==> config.mk <==
export PLATFORM = sky130hd
export DESIGN_NAME = ocr_sequencer
export DESIGN_NICKNAME = d
export VERILOG_FILES = /design/src/rtl/ocr_sequencer.sv
export SDC_FILE = /design/constraint.sdc
export NUM_CORES = 1
export LEC_CHECK = 0
export ABC_CLOCK_PERIOD_IN_PS = 2400
export CORE_UTILIZATION = 47
export DETAILED_ROUTE_END_ITERATION = 8
export PLACE_DENSITY = 0.79
export RECOVER_POWER = 50
export SLEW_MARGIN = 20
export SYNTH_ARGS = -nofsm -noshare
export SYNTH_HDL_FRONTEND = slang
export SYNTH_SLANG_ARGS = --single-unit
==> constraint.sdc <==
create_clock -name clk -period 2.4 [get_ports clk]
set_clock_uncertainty 0.1 [all_clocks]
set_input_delay 0.48 -clock clk [delete_from_list [all_inputs] [get_ports clk]]
set_output_delay 0.48 -clock clk [all_outputs]
set_load 0.05 [all_outputs]
==> src/rtl/ocr_sequencer.sv <==
// OCR top-level sequencer: takes command/pixel bytes, fills the image buffer, runs the BNN, latches the digit.
// Optional inference watchdog is built when OCR_SEQ_WATCHDOG_EN is defined.
module ocr_sequencer #(
    parameter int          IMG_BYTES     = 113,
    parameter int          ADDR_W        = 7,
    parameter logic [7:0]  CMD_IMAGE     = 8'hA5,
    parameter logic [7:0]  CMD_CLEAR     = 8'hC3,
    parameter int          INFER_TIMEOUT = 4096
) (
    input  logic              clk,
    input  logic              rst_n,
    input  logic [7:0]        spi_rx_data,
    input  logic              spi_byte_valid,
    output logic              byte_taken,
    output logic              spi_rx_enable,
    output logic              buffer_write_en,
    output logic [ADDR_W-1:0] buffer_write_addr,
    output logic [7:0]        buffer_write_data,
    output logic              clear_buffer,
    output logic              clear_internal,
    output logic              bnn_enable,
    input  logic              result_ready,
    input  logic [3:0]        result_out,
    output logic [3:0]        result_digit,
    output logic [3:0]        status_code_reg
);

    // State encoding doubles as the reported status code.
    typedef enum logic [3:0] {
        IDLE        = 4'h0,
        RX_IMAGE    = 4'h1,
        INFER       = 4'h2,
        DONE        = 4'h3,
        ERR_TIMEOUT = 4'hE,
        ERR_CMD     = 4'hF
    } state_t;

    state_t            state, next_state;
    logic [ADDR_W-1:0] wr_ptr, wr_ptr_d;
    logic              accept, last_write, wd_expired;
    logic              write_d, clear_buf_d, clear_int_d;
    logic [3:0]        digit_d;

    assign accept          = spi_byte_valid && !byte_taken && (state != INFER);
    assign last_write      = buffer_write_en && (buffer_write_addr == ADDR_W'(IMG_BYTES - 1));
    assign status_code_reg = state;

`ifdef OCR_SEQ_WATCHDOG_EN
    localparam int WD_W = $clog2(INFER_TIMEOUT + 1);
    logic [WD_W-1:0] wd_cnt;

    always_ff @(posedge clk or negedge rst_n) begin
        if (!rst_n)
            wd_cnt <= '0;
        else if (state == INFER)
            wd_cnt <= wd_cnt + 1'b1;
        else
            wd_cnt <= '0;
    end

    assign wd_expired = (wd_cnt == WD_W'(INFER_TIMEOUT - 1));
`else
    assign wd_expired = 1'b0;
`endif

    always_comb begin
        next_state  = state;
        wr_ptr_d    = wr_ptr;
        write_d     = 1'b0;
        clear_buf_d = 1'b0;
        clear_int_d = 1'b0;
        digit_d     = result_digit;
        case (state)
            RX_IMAGE: begin
                // Leave only once the final byte has actually been strobed into the buffer.
                if (last_write) begin
                    next_state = INFER;
                end else if (accept) begin
                    write_d  = 1'b1;
                    wr_ptr_d = wr_ptr + 1'b1;
                end
            end
            INFER: begin
                if (result_ready) begin
                    next_state = DONE;
                    digit_d    = result_out;
                end else if (wd_expired) begin
                    next_state  = ERR_TIMEOUT;
                    clear_int_d = 1'b1;
                end
            end
            default: begin
                if (accept) begin
                    if (spi_rx_data == CMD_IMAGE) begin
                        next_state = RX_IMAGE;
                        wr_ptr_d   = '0;
                    end else if (spi_rx_data == CMD_CLEAR) begin
                        next_state  = IDLE;
                        clear_buf_d = 1'b1;
                        clear_int_d = 1'b1;
                        digit_d     = 4'h0;
                    end else begin
                        next_state = ERR_CMD;
                    end
                end
            end
        endcase
    end

    always_ff @(posedge clk or negedge rst_n) begin
        if (!rst_n) begin
            state             <= IDLE;
            wr_ptr            <= '0;
            byte_taken        <= 1'b0;
            buffer_write_en   <= 1'b0;
            buffer_write_addr <= '0;
            buffer_write_data <= 8'h00;
            clear_buffer      <= 1'b0;
            clear_internal    <= 1'b0;
            result_digit      <= 4'h0;
            bnn_enable        <= 1'b0;
            spi_rx_enable     <= 1'b0;
        end else begin
            state           <= next_state;
            wr_ptr          <= wr_ptr_d;
            byte_taken      <= accept;
            buffer_write_en <= write_d;
            if (write_d) begin
                buffer_write_addr <= wr_ptr;
                buffer_write_data <= spi_rx_data;
            end
            clear_buffer    <= clear_buf_d;
            clear_internal  <= clear_int_d;
            result_digit    <= digit_d;
            bnn_enable      <= (next_state == INFER);
            spi_rx_enable   <= (next_state != INFER);
        end
    end

endmodule
Yosys cells after proc, flatten, opt, wreduce, memory -nomap -nowiden
Cells that the tools add are included.
- add/sub/neg operators: 1
- equal/unequal tests: 11
- multiplexer cells: 23
- bitwise operators: 2
- reductions and logical operators: 10
- operators with widths (cell ; count):
    $mux W4 ; 9
    $mux W7 ; 4
    $eq A8 B8 Y1 const B ; 2
    $pmux W4 S2 ; 2
    $pmux W7 S2 ; 1
    $eq A4 B2 Y1 const B ; 2
    $ne A4 B2 Y1 const B ; 2
    $add A7 B1 Y7 const B ; 1
    $eq A7 B7 Y1 const B ; 1
    $mux W1 ; 7
    $reduce_bool A2 Y1 ; 3
    $reduce_and A5 Y1 ; 1
    $eq A4 B1 Y1 const B ; 1
    $ne A2 B2 Y1 const B ; 2
    $reduce_and A4 Y1 ; 1
    $logic_and A1 B1 Y1 ; 3
    $ne A2 B1 Y1 const B ; 1
    $not A1 Y1 ; 2
    $reduce_or A2 Y1 ; 1
    $logic_not A1 Y1 ; 1
- flip-flop bits (word level): 35
- input port bits: 16
- output and inout bits: 29
- logic and storage cells: 57

Longest topological paths before layout
Gate-level depths: netlist of the first run.
- depth in word-level cells: 6
- mapped depth: 5
- mapped depth without buffers: 5

Worst setup path before layout of the first run
OpenSTA, ideal clock, no wires.
- path kind: flip-flop to flip-flop
- start: register buffer_write_addr[1]
- end: register buffer_write_addr[5]
- library setup time: 0.125 ns
- arrival: 1.937 ns
- data required time: 2.175 ns
- slack: 0.239 ns
- stages on the path, launching flop included: 5
- path buffers: 1
- period minus slack after synthesis: 2.161 ns
- cells stage by stage: dfrtp_1 -> or4_4 -> o211ai_4 -> buf_6 -> mux2_2
- word-level cells in the longest chain between the ends: 4
- RTL lines (element ; line ; source):
    start: declaration ; 17 ; output logic [ADDR_W-1:0] buffer_write_addr,
    start signal: assignment ; 129 ; buffer_write_addr <= wr_ptr;
    $eq A7 B7 Y1 ; 45 ; assign last_write = buffer_write_en && (buffer_write_addr == ADDR_W'(IMG_BYTES - 1));
    $logic_and A1 B1 Y1 ; 45 ;
    $mux W1 ; 76 ; if (last_write) begin
    $mux W1 ; 73 ; case (state)
Every way passes these cells.
A chain may end at the register's enable or synchronous reset.

Worst setup path in the final report of the first run
- start: register buffer_write_addr[1]
- end: register buffer_write_addr[0]
The elaborated chain is that of the path after synthesis.

==> results of run 1 <==
==> report_power, final <==
part / internal, mW / switching, mW / leakage [nW]
registers: 0.804 / 0.199 / 0.437
logic: 0.560 / 0.932 / 0.458
clock network: 0.246 / 0.190 / 0.0482
total: 1.61 / 1.32 / 0.943
==> cell usage in the layout, fill, tap and decap left out, types with 2 or more instances in the layout <==
cell / netlist / layout
sky130_fd_sc_hd__a21oi_1: 6 / 6
sky130_fd_sc_hd__inv_1: 2 / 2
sky130_fd_sc_hd__a22o_1: 4 / 4
sky130_fd_sc_hd__clkdlybuf4s50_1: 0 / 39
sky130_fd_sc_hd__mux2_2: 14 / 14
sky130_fd_sc_hd__o31a_2: 2 / 2
sky130_fd_sc_hd__and3_1: 2 / 2
sky130_fd_sc_hd__o21ai_0: 5 / 5
sky130_fd_sc_hd__o2111ai_1: 2 / 2
sky130_fd_sc_hd__nor2b_1: 2 / 2
sky130_fd_sc_hd__nor2_1: 6 / 6
sky130_fd_sc_hd__nor4b_1: 2 / 2
sky130_fd_sc_hd__nand3_1: 4 / 4
sky130_fd_sc_hd__buf_4: 1 / 4
sky130_fd_sc_hd__o21bai_1: 2 / 2
sky130_fd_sc_hd__nand2_1: 9 / 9
sky130_fd_sc_hd__clkbuf_4: 0 / 6
sky130_fd_sc_hd__nor4bb_1: 2 / 2
sky130_fd_sc_hd__dfrtp_1: 35 / 35
sky130_fd_sc_hd__dlygate4sd3_1: 0 / 5
sky130_fd_sc_hd__xor2_1: 2 / 2
==> worst max path at each step <==
stage / cells past startpoint / slack, ps / end / from
CTS: 1 / 110 / status_code_reg[2] / status_code_reg[2]
detailed placement: 5 / -30 / result_digit[2] / spi_rx_data[2]
finish: 4 / 120 / buffer_write_addr[0] / buffer_write_addr[1]
global placement: 5 / -10 / result_digit[2] / spi_rx_data[2]
floorplan: 4 / 240 / buffer_write_addr[5] / buffer_write_addr[1]
global route: 4 / 20 / buffer_write_addr[1] / buffer_write_addr[1]
==> through the flow <==
step / util / setup TNS (ps) / instance area (µm²) / std cells / setup WS (ps)
floorplan: - / 0 / 1560 / 124 / 239
global placement: 0.669 / -58.3 / 2080 / 215 / -14.7
detailed placement: 0.669 / -114 / 2080 / 215 / -34.0
CTS: 0.697 / 0 / 2160 / 223 / 115
global route: 0.695 / 0 / 2160 / 223 / 17.6
finish: 0.695 / 0 / 2160 / 223 / 120
==> cell families (layout without fill, tap and decap cells) <==
| kind of cell | Yosys count | after routing | synth area share |
|---|---|---|---|
| AO/OA/AOI/OAI | 25 | 25 | 0.119 |
| XOR/XNOR | 3 | 3 | 0.0168 |
| adder cells (fa/ha/maj) | 1 | 1 | 0.00800 |
| buffers and inverters | 6 | 61 | 0.0272 |
| flip-flops | 35 | 35 | 0.560 |
| multiplexers | 15 | 15 | 0.108 |
| AND/OR/NAND/NOR | 39 | 39 | 0.161 |
==> final cells by class <==
class                           count  share of cell area
Clock buffer                        6              0.0238
Timing Repair Buffer               51               0.226
Inverter                            2             0.00348
Multi-Input combinational cell     83               0.299
Clock inverter                      2              0.0162
Tap cell                           44              0.0255
Sequential cell                    35               0.406
==> layer usage <==
layer / track usage / up-vias / share of wire
li1: - / 569 / -
met1: 0.274 / 583 / 0.44
met3: 0.0606 / 4 / 0.052
met4: 0.0698 / 0 / 0.011
met2: 0.322 / 39 / 0.50
met5: 0 / - / 0
==> impl_summary.log, run 1 <==
[metrics] run status: finished clean
[metrics] Final min period: 2280 ps
[metrics] Fmax achieved: 439 MHz
[metrics] global-route wire length before repair: 5350 µm
[metrics] count of flip-flops with a built-in enable after synthesis: 0
[metrics] All-Layer GR Usage: 0.206
[metrics] HP Start: buffer_write_data[7]
[metrics] count of fill cells added during filler insertion: 264
[metrics] # port buffers: 44
[metrics] iteration-0 DRC count of the detailed router: 44
[metrics] cell type with the largest total area after synthesis: sky130_fd_sc_hd__dfrtp_1
[metrics] r2r setup slk: 120 ps
[metrics] critical path's largest stage delay: 580 ps
[metrics] class of the most critical hold timing path: flip-flop to flip-flop
[metrics] number of different library cells in the post-synthesis netlist: 38
[metrics] number of detailed-route iterations in the first pass: 4
[metrics] placeable core region: 0.00310 mm²
[metrics] CP Cell Sequence: or4_4 > o211ai_4 > buf_4 > mux2_2
[metrics] overall overflow remaining after global route: 0
[metrics] Tcrit/Tclk final: 0.950
[metrics] relative area change from synthesis to final layout: 37.9%
[metrics] Mapped Area: 0.00156 mm²
[metrics] routed vias: 1195
[metrics] level count of the clock H-tree: 2
[metrics] highest fanout seen on the critical path: 16
[metrics] number of nets in the layout: 195
[metrics] Top Ports: 45
[metrics] horizontal die dimension: 59.7 µm
[metrics] Setup crit end kind: flip-flop
[metrics] final number of max-transition violations: 0
[metrics] vias in the first global route: 1136
[metrics] number of inserted diodes: 0
[metrics] final number of hold-violating endpoints: 0
[metrics] number of maximum-capacitance violations: 0
[metrics] Final Hold Slack: 412 ps
[metrics] TritonCTS clock tree: built
[metrics] classification of the worst setup path: flip-flop to flip-flop
[metrics] Area contributors post-synth: sky130_fd_sc_hd__dfrtp_1 (56%), sky130_fd_sc_hd__mux2_2 (10%), sky130_fd_sc_hd__a22o_1 (2.2%)
[metrics] Static Leak: 0.943 nW
[metrics] wire length reported by the detailed router: 3240 µm
[metrics] Post-DP HPWL: 2430 µm
[metrics] synthesized area divided by synthesized cell count: 12.6 µm²
[metrics] transition time at the pin with the least slew margin: 835 ps
[metrics] max FFs per register: 8
[metrics] number of buffer and inverter instances along the worst setup path: 1
[metrics] areal power density over the cells: 1360 mW/mm²
[metrics] area used by multi-input combinational logic: 646 µm²
[metrics] RePlAce Congestion: 0.802
[metrics] Post-Syn Instances: 124
[metrics] logic depth of the worst register-to-register path: 4
[metrics] Overall Power: 2.93 mW
[metrics] register with the most flip-flops: buffer_write_data
[metrics] most frequent cell after synthesis: sky130_fd_sc_hd__dfrtp_1
[metrics] hold bufs inserted after CTS: 0
[metrics] Worst Hold End: buffer_write_data[7]
[metrics] largest net degree at the start of global routing: 36
[metrics] root buffer cell: sky130_fd_sc_hd__clkbuf_4
[metrics] area of the die: 0.00356 mm²
[metrics] Sequential cell area: 876 µm²
[metrics] critical path arrival: 2400 ps
[metrics] average wire per cell in the routed design: 14.5 µm
[metrics] share of cells above drive strength 1: 0.190
[metrics] setup repair after global routing missed its margin: no
[metrics] cell row count: 20
[metrics] CP delay by family, top: simple AND/OR/NAND/NOR gates
[metrics] count of nets left with antenna violations after detail routing: 0
[metrics] Starting Density: 0.504
[metrics] Post-CTS Resized: 0
[metrics] hold-critical path depth: 1
[metrics] synth cell count leaders: sky130_fd_sc_hd__dfrtp_1 (35), sky130_fd_sc_hd__mux2_2 (14), sky130_fd_sc_hd__nand2_1 (9)
[metrics] antenna violations before repair: 0
[metrics] Main synth FF type: sky130_fd_sc_hd__dfrtp_1
[metrics] register bit count reported by yosys: 35
[metrics] die height: 59.7 µm
[metrics] residual DRC count: 0
[metrics] terminus of the critical flop-to-flop path: buffer_write_addr[0]
[metrics] sequential area share after synthesis: 0.560
[metrics] Worst Path Required: 2520 ps
[metrics] warning count from the yosys run: 0
[metrics] ys async rst share: 1.00
[metrics] beginning of the worst register-to-register path: buffer_write_addr[1]
[metrics] clock buffer count from CTS: 5
[metrics] clk sinks: 35
[metrics] proportion of netlist area held by the largest area contributor: 0.560
[metrics] Worst path slowest cell: sky130_fd_sc_hd__or4_4
[metrics] Post-Synthesis Net Count: 141
[metrics] total setup violations reported at the end of the flow: 0
[metrics] largest registers: buffer_write_data x8, buffer_write_addr x7, wr_ptr x7
[metrics] relative slew slack: 0.444
[metrics] number of buffers on the longest clock path: 2
[metrics] Vias/cell: 5.36
[metrics] buffer count from post-CTS setup fixing: 0
[metrics] Worst setup SP type: flip-flop
[metrics] worst vdd rail ir drop: 0.865 mV
[metrics] clock slew at the register clock pins of the worst setup and hold paths: 100 ps
[metrics] Skew-Pair Late Insertion Delay: 330 ps
Note: power is estimated with default switching activity, not from simulation.
==> inputs of run 2 (changes only) <==
--- a/config.mk
+++ b/config.mk
@@ -8,8 +8,9 @@
 export ABC_CLOCK_PERIOD_IN_PS = 2400
 export CORE_UTILIZATION = 47
 export DETAILED_ROUTE_END_ITERATION = 8
-export PLACE_DENSITY = 0.79
+export PLACE_DENSITY_LB_ADDON = 0.12
 export RECOVER_POWER = 50
+export SKIP_CTS_REPAIR_TIMING = 1
 export SLEW_MARGIN = 20
 export SYNTH_ARGS = -nofsm -noshare
 export SYNTH_HDL_FRONTEND = slang
==> run 2 against run 1 <==
Utilization is 0.32 points lower. Routed wire length is 3.9% lower. First-iteration DRC count is 6.8% higher. Sequential power hardly changed. Total power is 4.9% lower. Cell count is 1.8% higher. Critical path type is now flip-flop to output pin. Register-to-register slack better by 80 ps.
==> impl_summary.log, run 2 (same netlist as run 1, synthesis figures left out) <==
[metrics] critical path arrival: 1670 ps (-730 ps)
[metrics] clock slew at the register clock pins of the worst setup and hold paths: 100 ps (about the same)
[metrics] # port buffers: 44 (unchanged)
[metrics] worst vdd rail ir drop: 0.598 mV (-31%)
[metrics] global-route wire length before repair: 5240 µm (-2.1%)
[metrics] number of buffer and inverter instances along the worst setup path: 1 (unchanged)
[metrics] HP Start: buffer_write_data[7]
[metrics] areal power density over the cells: 1300 mW/mm² (-4.5%)
[metrics] logic depth of the worst register-to-register path: 4 (unchanged)
[metrics] vias in the first global route: 1149 (+1.1%)
[metrics] core utilization of the finished layout: 0.692 (-0.00323)
[metrics] area of the die: 0.00356 mm² (unchanged)
[metrics] Skew-Pair Late Insertion Delay: 330 ps (about the same)
[metrics] highest metal layer used by the detailed router: met4
[metrics] crit path from: status_code_reg[2]
[metrics] Top Ports: 45 (unchanged)
[metrics] commonest cells after routing, fill and taps aside: sky130_fd_sc_hd__clkdlybuf4s50_1 (42), sky130_fd_sc_hd__dfrtp_1 (35), sky130_fd_sc_hd__mux2_2 (14)
[metrics] residual DRC count: 0 (unchanged)
[metrics] number of maximum-capacitance violations: 0 (unchanged)
[metrics] Worst path slowest cell: sky130_fd_sc_hd__clkdlybuf4s50_1
[metrics] terminus of the critical flop-to-flop path: buffer_write_addr[1]
[metrics] routed wire length on met2: 1490 µm (-8.0%)
[metrics] final number of max-transition violations: 0 (unchanged)
[metrics] Post-DP HPWL: 2340 µm (-3.8%)
[metrics] setup repair after global routing missed its margin: no
[metrics] class of the most critical hold timing path: flip-flop to flip-flop
[metrics] wire length reported by the detailed router: 3110 µm (-3.9%)
[metrics] number of inserted diodes: 0 (unchanged)
[metrics] antenna violations before repair: 0 (unchanged)
[metrics] leading cell type in the layout, fill and taps excluded: sky130_fd_sc_hd__clkdlybuf4s50_1
[metrics] final number of hold-violating endpoints: 0 (unchanged)
[metrics] largest registers: buffer_write_data x8, buffer_write_addr x7, wr_ptr x7
[metrics] share of cells above drive strength 1: 0.191 (+0.00131)
[metrics] CP Cell Sequence: clkdlybuf4s50_1
[metrics] Setup crit end kind: output pin
[metrics] CP delay by family, top: buffers and inverters
[metrics] Worst Hold End: buffer_write_data[7]
[metrics] overall overflow remaining after global route: 0 (unchanged)
[metrics] root buffer cell: sky130_fd_sc_hd__clkbuf_4
[metrics] Fmax achieved: 445 MHz (+1.5%)
[metrics] routed vias: 1185 (-0.84%)
[metrics] hold-critical path depth: 1 (unchanged)
[metrics] placeable core region: 0.00310 mm² (unchanged)
[metrics] total setup violations reported at the end of the flow: 0 (unchanged)
[metrics] average wire per cell in the routed design: 13.7 µm (-5.6%)
[metrics] register with the most flip-flops: buffer_write_data
[metrics] relative slew slack: 0.449 (+0.00530)
[metrics] run status: finished clean
[metrics] TritonCTS clock tree: built
[metrics] number of standard cells in the final layout excluding fillers: 227 (+1.8%)
[metrics] Tcrit/Tclk final: 0.936 (-0.0143)
[metrics] iteration-0 DRC count of the detailed router: 47 (+6.8%)
[metrics] die height: 59.7 µm (unchanged)
[metrics] clk sinks: 35 (unchanged)
[metrics] beginning of the worst register-to-register path: buffer_write_addr[1]
[metrics] number of buffers on the longest clock path: 2 (unchanged)
[metrics] cell row count: 20 (unchanged)
[metrics] Worst Path Required: 1820 ps (-700 ps)
[metrics] relative area change from synthesis to final layout: 37.3%
[metrics] routed metal-1 wirelength: 1380 µm (-2.7%)
[metrics] Final min period: 2250 ps (-34.2 ps)
[metrics] number of nets in the layout: 199 (+2.1%)
[metrics] Starting Density: 0.504 (unchanged)
[metrics] max FFs per register: 8 (unchanged)
[metrics] level count of the clock H-tree: 2 (unchanged)
[metrics] count of nets left with antenna violations after detail routing: 0 (unchanged)
[metrics] clock buffer count from CTS: 5 (unchanged)
[metrics] critical path's largest stage delay: 850 ps (+270 ps)
[metrics] routed length on met3: 183 µm (+9.6%)
[metrics] transition time at the pin with the least slew margin: 827 ps (-7.96 ps)
[metrics] horizontal die dimension: 59.7 µm (unchanged)
[metrics] highest fanout seen on the critical path: 6 (-10)
[metrics] number of detailed-route iterations in the first pass: 4 (unchanged)
[metrics] placed cell count: 219 (+1.9%)
[metrics] RePlAce Congestion: 0.803 (about the same)
[metrics] Static Leak: 0.935 nW (-0.90%)
[metrics] largest net degree at the start of global routing: 36 (unchanged)
[metrics] All-Layer GR Usage: 0.202 (-0.00371)
[metrics] r2r setup slk: 200 ps (+80 ps)
[metrics] classification of the worst setup path: flip-flop to output pin
[metrics] Worst setup SP type: flip-flop
[metrics] Vias/cell: 5.22 (-2.6%)
==> run 2: changes by cell type in the layout (fill, tap and decap cells not counted) <==
cell,delta
sky130_fd_sc_hd__clkbuf_1,+3
sky130_fd_sc_hd__clkbuf_4,-1
sky130_fd_sc_hd__clkdlybuf4s50_1,+3
sky130_fd_sc_hd__dlygate4sd3_1,-3
sky130_fd_sc_hd__buf_4,+4
sky130_fd_sc_hd__clkbuf_8,-1
sky130_fd_sc_hd__bufinv_16,-1
==> run 2: how the worst max path moves through the flow <==
stage | to | slack [ps] | depth (start not counted)
final | status_code_reg[2] | 150 | 1
after global routing | status_code_reg[3] | 90 | 1
after CTS | status_code_reg[2] | 120 | 1
after detailed placement | result_digit[1] | -50 | 5
after global placement | result_digit[3] | -30 | 5
after floorplan | buffer_write_addr[5] | 240 | 4
==> run 2: where the power goes <==
part | switching [mW] | internal, mW | total, mW
sequential | 0.191 | 0.804 | 0.995
clock | 0.176 | 0.114 | 0.290
combinational | 0.928 | 0.573 | 1.50
total | 1.30 | 1.49 | 2.79
==> run 2: through the flow <==
step	area [µm²]	hold slack [ps]	setup TNS, ps	setup slack, ps	power, mW
2_1_floorplan	1560	84.4	0	239	1.99
3_3_place_gp	2110	379	-137	-34.9	2.49
3_5_place_dp	2110	387	-194	-51.3	2.52
4_1_cts	2160	409	0	122	2.82
5_1_grt	2150	436	0	94.8	2.94
6_report	2150	400	0	155	2.79
==> run 2: routing by layer <==
layer,global-route usage,vias to the layer above
li1,-,575
met1,0.258,564
met2,0.311,41
met3,0.0671,5
met4,0.0930,0
met5,0,-
==> run 2: area by class of cell <==
cell class	instances	area, µm²
Clock buffer	7	45.0
Clock inverter	1	5.00
Fill cell	281	956
Inverter	2	7.51
Multi-Input combinational cell	83	646
Sequential cell	35	876
Tap cell	44	55.1
Timing Repair Buffer	55	513
